===== src/rtl/gray_world_frame_ctrl.sv =====
// rtl/gray_world_frame_ctrl.sv - gray-world white-balance frame sequencer (geometry check + control strobes)
// Optional error counter: define GW_FRAME_ERR_CNT_EN.
module gray_world_frame_ctrl #(
  parameter int NLINE   = 349,
  parameter int NSCREEN = 349,
  parameter int DIV_LAT = 24
) (
  input  logic        clk,
  input  logic        rst,
  input  logic        s_axis_tvalid,
  input  logic        s_axis_tuser,
  input  logic        s_axis_tlast,
  output logic        acc_sof,
  output logic        eof_o,
  output logic        coef_load,
  output logic        stats_valid,
  output logic        frame_err,
  output logic        busy,
  output logic [11:0] pix_x,
  output logic [11:0] line_y,
  output logic [15:0] err_count
);

  localparam logic [0:0]  ST_IDLE   = 1'b0;
  localparam logic [0:0]  ST_ACTIVE = 1'b1;
  localparam logic [11:0] X_LAST    = 12'(NLINE - 1);
  localparam logic [11:0] Y_LAST    = 12'(NSCREEN - 1);
  localparam logic [15:0] DIV_LOAD  = 16'(DIV_LAT);

  logic [0:0]  state_q, state_d;
  logic [11:0] pix_q, pix_d;
  logic [11:0] line_q, line_d;
  logic        acc_sof_q, acc_sof_d;
  logic        eof_q, eof_d;
  logic        err_q, err_d;
  logic        coef_load_q, coef_load_d;
  logic        stats_q, stats_d;
  logic        pend_q, pend_d;
  logic [15:0] div_cnt_q, div_cnt_d;

  logic        sof_beat;
  logic        in_frame;
  logic        set_pend;
  logic [11:0] cur_x;
  logic [11:0] cur_y;

  // A SOF beat is evaluated as pixel (0,0) of a fresh frame, so the line rules apply to it too.
  always_comb begin
    state_d   = state_q;
    pix_d     = pix_q;
    line_d    = line_q;
    acc_sof_d = 1'b0;
    eof_d     = 1'b0;
    err_d     = 1'b0;
    sof_beat  = 1'b0;
    in_frame  = 1'b0;
    cur_x     = pix_q;
    cur_y     = line_q;

    if (s_axis_tvalid) begin
      if (s_axis_tuser) begin
        sof_beat  = 1'b1;
        acc_sof_d = 1'b1;
        err_d     = (state_q == ST_ACTIVE);
        cur_x     = 12'd0;
        cur_y     = 12'd0;
      end
      in_frame = sof_beat || (state_q == ST_ACTIVE);

      if (in_frame) begin
        state_d = ST_ACTIVE;
        if (s_axis_tlast != (cur_x == X_LAST)) begin
          err_d   = 1'b1;
          state_d = ST_IDLE;
          pix_d   = 12'd0;
          line_d  = 12'd0;
        end else if (s_axis_tlast) begin
          if (cur_y == Y_LAST) begin
            eof_d   = 1'b1;
            state_d = ST_IDLE;
            pix_d   = 12'd0;
            line_d  = 12'd0;
          end else begin
            pix_d  = 12'd0;
            line_d = cur_y + 12'd1;
          end
        end else begin
          pix_d  = cur_x + 12'd1;
          line_d = cur_y;
        end
      end
    end
  end

  // Divider wait runs independently of the frame FSM; a new EOF discards any result in flight.
  always_comb begin
    div_cnt_d   = div_cnt_q;
    set_pend    = 1'b0;
    pend_d      = pend_q;
    stats_d     = stats_q;
    coef_load_d = 1'b0;

    if (div_cnt_q != 16'd0) begin
      div_cnt_d = div_cnt_q - 16'd1;
      set_pend  = (div_cnt_q == 16'd1);
    end
    if (eof_d) begin
      div_cnt_d = DIV_LOAD;
      set_pend  = (DIV_LAT == 0);
    end

    if (acc_sof_d && pend_q) begin
      coef_load_d = 1'b1;
      pend_d      = 1'b0;
      stats_d     = 1'b1;
    end
    if (set_pend) begin
      pend_d = 1'b1;
    end
  end

  always_ff @(posedge clk or posedge rst) begin
    if (rst) begin
      state_q     <= ST_IDLE;
      pix_q       <= 12'd0;
      line_q      <= 12'd0;
      acc_sof_q   <= 1'b0;
      eof_q       <= 1'b0;
      err_q       <= 1'b0;
      coef_load_q <= 1'b0;
      stats_q     <= 1'b0;
      pend_q      <= 1'b0;
      div_cnt_q   <= 16'd0;
    end else begin
      state_q     <= state_d;
      pix_q       <= pix_d;
      line_q      <= line_d;
      acc_sof_q   <= acc_sof_d;
      eof_q       <= eof_d;
      err_q       <= err_d;
      coef_load_q <= coef_load_d;
      stats_q     <= stats_d;
      pend_q      <= pend_d;
      div_cnt_q   <= div_cnt_d;
    end
  end

`ifdef GW_FRAME_ERR_CNT_EN
  logic [15:0] err_cnt_q, err_cnt_d;

  always_comb begin
    err_cnt_d = err_cnt_q;
    if (err_d && (err_cnt_q != 16'hFFFF)) begin
      err_cnt_d = err_cnt_q + 16'd1;
    end
  end

  always_ff @(posedge clk or posedge rst) begin
    if (rst) begin
      err_cnt_q <= 16'd0;
    end else begin
      err_cnt_q <= err_cnt_d;
    end
  end

  assign err_count = err_cnt_q;
`else
  assign err_count = 16'h0000;
`endif

  assign acc_sof     = acc_sof_q;
  assign eof_o       = eof_q;
  assign coef_load   = coef_load_q;
  assign stats_valid = stats_q;
  assign frame_err   = err_q;
  assign pix_x       = pix_q;
  assign line_y      = line_q;
  assign busy        = (state_q == ST_ACTIVE) || (div_cnt_q != 16'd0) || pend_q;

endmodule


===== config.mk =====
export PLATFORM = sky130hd
export DESIGN_NAME = gray_world_frame_ctrl
export DESIGN_NICKNAME = d
export VERILOG_FILES = /design/src/rtl/gray_world_frame_ctrl.sv
export SDC_FILE = /design/constraint.sdc
export NUM_CORES = 1
export LEC_CHECK = 0
export BUFFER_PORTS_ARGS = -buffer_cell sky130_fd_sc_hd__buf_2
export CAP_MARGIN = 30
export CORE_MARGIN = 1.5
export CORE_UTILIZATION = 55
export DETAILED_ROUTE_END_ITERATION = 7
export GPL_TIMING_DRIVEN = 0
export PLACE_DENSITY = 0.79
export RECOVER_POWER = 50
export SLEW_MARGIN = 20
export SYNTH_ARGS = -nofsm -noshare
export SYNTH_HDL_FRONTEND = slang
export SYNTH_SLANG_ARGS = --single-unit

===== constraint.sdc =====
create_clock -name clk -period 6.8 [get_ports clk]
set_input_delay 1.7 -clock clk [delete_from_list [all_inputs] [get_ports clk]]
set_output_delay 1.7 -clock clk [all_outputs]
set_load 0.01 [all_outputs]

==> results.md <==
* Most common cell after layout, fill and taps aside: dfrtp_1
* H-tree levels at 2
* Largest net degree at the start of global routing at 27
* DP HPWL at 4460 um
* Worst EP arrival at 4.40 ns
* DRT iter0 DRCs at 168
* DP Area at 0.00314 mm2
* Share of cells above drive strength 1 at 15.1%
* Most frequent cells in the layout: 47 x dfrtp_1, 24 x clkbuf_1, 24 x nor2_1
* Max-slew violation count at 0
* Fill cells at 412
* Antenna violations before repair at 0
* # nets final at 370
* Pwr/cell area at 157 mW/mm2
* Post-route cell area at 0.00318 mm2
* Antenna cells at 0
* Post-synth EDFFs at 0
* Number of global-route vias before repair at 2,236
* RSZ-0062 raised after global routing: no
* Final Routed Wirelength at 6250 um
* Slew headroom at 7.58%
* Boundary pin count at 51
* CTS Root Cell: clkbuf_8
* Min cycle time layout at 4.21 ns
* Setup_tns at 0 ns
* # setup viols final at 0
* Fmax at 0.237 GHz
* Die Ht at 74.5 um
* Req. time, crit path at 6.99 ns
* Slew @ Worst Pin at 1.39 ns
* Max FFs per register at 16
* Area grow syn2layout at 13.1%
* Final worst setup slack at 2.59 ns
* Crit Path Category: primary input to flop
* Slowest stage delay, CP at 0.43 ns
* Drt drc at 0
* Vias per cell at 5.79
* Static Leak at 1.31 nW
* Width of the die at 74.5 um
* CP Buf/Inv Count at 4
* Synthesized area per cell at 9.34 um2
* IO Port Bufs at 33
* Top cell by count, worst path: clkbuf_1
* Pre-CTS WS at 2.31 ns
* Synth async-reset ratio at 100%
* Fin crit share at 61.9%
* # clock sinks at 47
* Total gr overflow at 0
* Largest Register: div_cnt_q
* Fin. Hold Viols at 0
* Post-synth cell types at 56
* Critical path's slowest cell: clkbuf_1
* Vias at 2,455
* # Max-Cap Violations at 0
* Crit path cell chain: buf_2, clkbuf_1, clkbuf_1, nor2b_1, inv_1, ha_1, nor4bb_1, nand3_1, a2bb2oi_4, nor2_1, a32o_1
* Yosys warns at 0
* Post-synthesis sequential area ratio at 41.9%
* Crit path max-delay family: buffers and inverters
* Clock-pin slew on the worst setup and hold paths at 0.08 ns
* Worst setup EP type: flop
* FF-to-FF setup slack at 4.17 ns
* CORE AREA at 0.00482 mm2
* Drt first pass iters at 4
* Fin cells at 424
* Peak VDD IR at 0.109 mV
* Routed length per instance at 14.7 um
* Resized Gates After CTS at 0
* Syn Std Cell Area at 0.00281 mm2
* # placed instances at 417
* CP startpoint kind: primary input
* Final ANT Viol Nets at 0
* Gpl congestion at 0.858
* Clk_skew at 0.00925 ns
* Clock tree from TritonCTS: yes
* Status: complete, no violations
* Clk_lat worst skew at 0.30 ns
* Post-CTS setup buffers at 0
* Cell count after synthesis at 301
* Longest Clk Path Bufs at 2
* Row cnt at 25
* GRT Total Usage at 23.9%
* Core Util, Final at 66.0%
* Critical-path maximum fanout at 10
* Total CTS buffers at 5
* First-pass GRT wire length at 10,300 um
* Post-CTS Hold Fix Bufs at 0
* Most used DFF post-synth: dfrtp_1
* Seq cells post-synth at 47
* Starting Density at 58.3%
* Worst hold path class: flop to flop
* Total die area at 0.00555 mm2
## worst register-to-register path, delay by kind of cell, from the launching register on
kind	cells	cell delay [ns]
simple gates	6	1.70
flops	1	0.41
buf+inv	2	0.28
fa+ha+maj	1	0.14
## synthesized netlist by cell type, drive strengths merged (3+ instances only)
cell type,number,area (um2)
a31oi,17,106
nand2,16,60.1
xor2,6,52.6
dfrtp,47,1180
nor4,6,58.8
buf,19,141
nand3,15,80.1
a41oi,4,35.0
nor2b,5,31.3
inv,16,60.1
nand4b,3,26.3
nor2,25,101
clkbuf,8,31.3
a22o,4,35.0
or4,4,30.0
o21ai,12,60.1
and3,4,25.0
a211oi,3,22.5
or3,7,43.8
nor3,12,71.3
nand4,8,50.1
xnor2,10,87.6
a21oi,12,60.1
ha,7,87.6
## layout make-up
cell class	instances	area [um2]	area share [%]
Multi-Input combinational cell	226	1460	45.9
Sequential cell	47	1180	37.0
Buffer	27	173	5.43
Timing Repair Buffer	35	155	4.88
Tap cell	67	83.8	2.64
Clock buffer	6	72.6	2.28
Inverter	16	60.1	1.89
## power by group
part           switching, mW  internal, mW
Clock                 0.0865        0.0687
Sequential           0.00388         0.283
Combinational         0.0362        0.0201
## kinds of logic after synthesis
logic type	count (synthesis)	synth area share, %
other	1	0.133
buffers and inverters	43	8.28
and+or+nand+nor	119	24.9
muxes	2	0.712
xor gates and xnor gates	16	4.99
adders and majority gates	7	3.12
AOI/OAI and AO/OA	66	16.0
DFF	47	41.9
## per-layer routing
metal,GRT usage (%),vias up,part of all wire [%]
li1,-,1178,-
met1,34.1,1178,46
met2,37.9,92,47
met3,3.25,7,6.1
met4,7.68,0,1.1
met5,0,-,0
## path summary, 6_finish.rpt
kind,startpoint,to,depth (start not counted)
worst max-delay path,s_axis_tuser,line_y[10]$_DFFE_PP0P_,11
worst min-delay path,stats_valid$_DFFE_PP0P_,stats_valid$_DFFE_PP0P_,1
worst max register to register,pix_x[1]$_DFFE_PP0P_,div_cnt_q[2]$_DFFE_PP0P_,9
worst min register to register,stats_valid$_DFFE_PP0P_,stats_valid$_DFFE_PP0P_,1
max in group asynchronous,rst,div_cnt_q[3]$_DFFE_PP0P_,3
min in group asynchronous,rst,line_y[7]$_DFFE_PP0P_,2
## through the flow
step | total power [mW] | hold WS [ns]
final | 0.499 | 0.475
after global routing | 0.519 | 0.515
after global placement | 0.348 | 0.450
after detailed placement | 0.350 | 0.454
after CTS | 0.504 | 0.472
after floorplan | 0.334 | 0.493
Power figures use the tool's default switching activity.
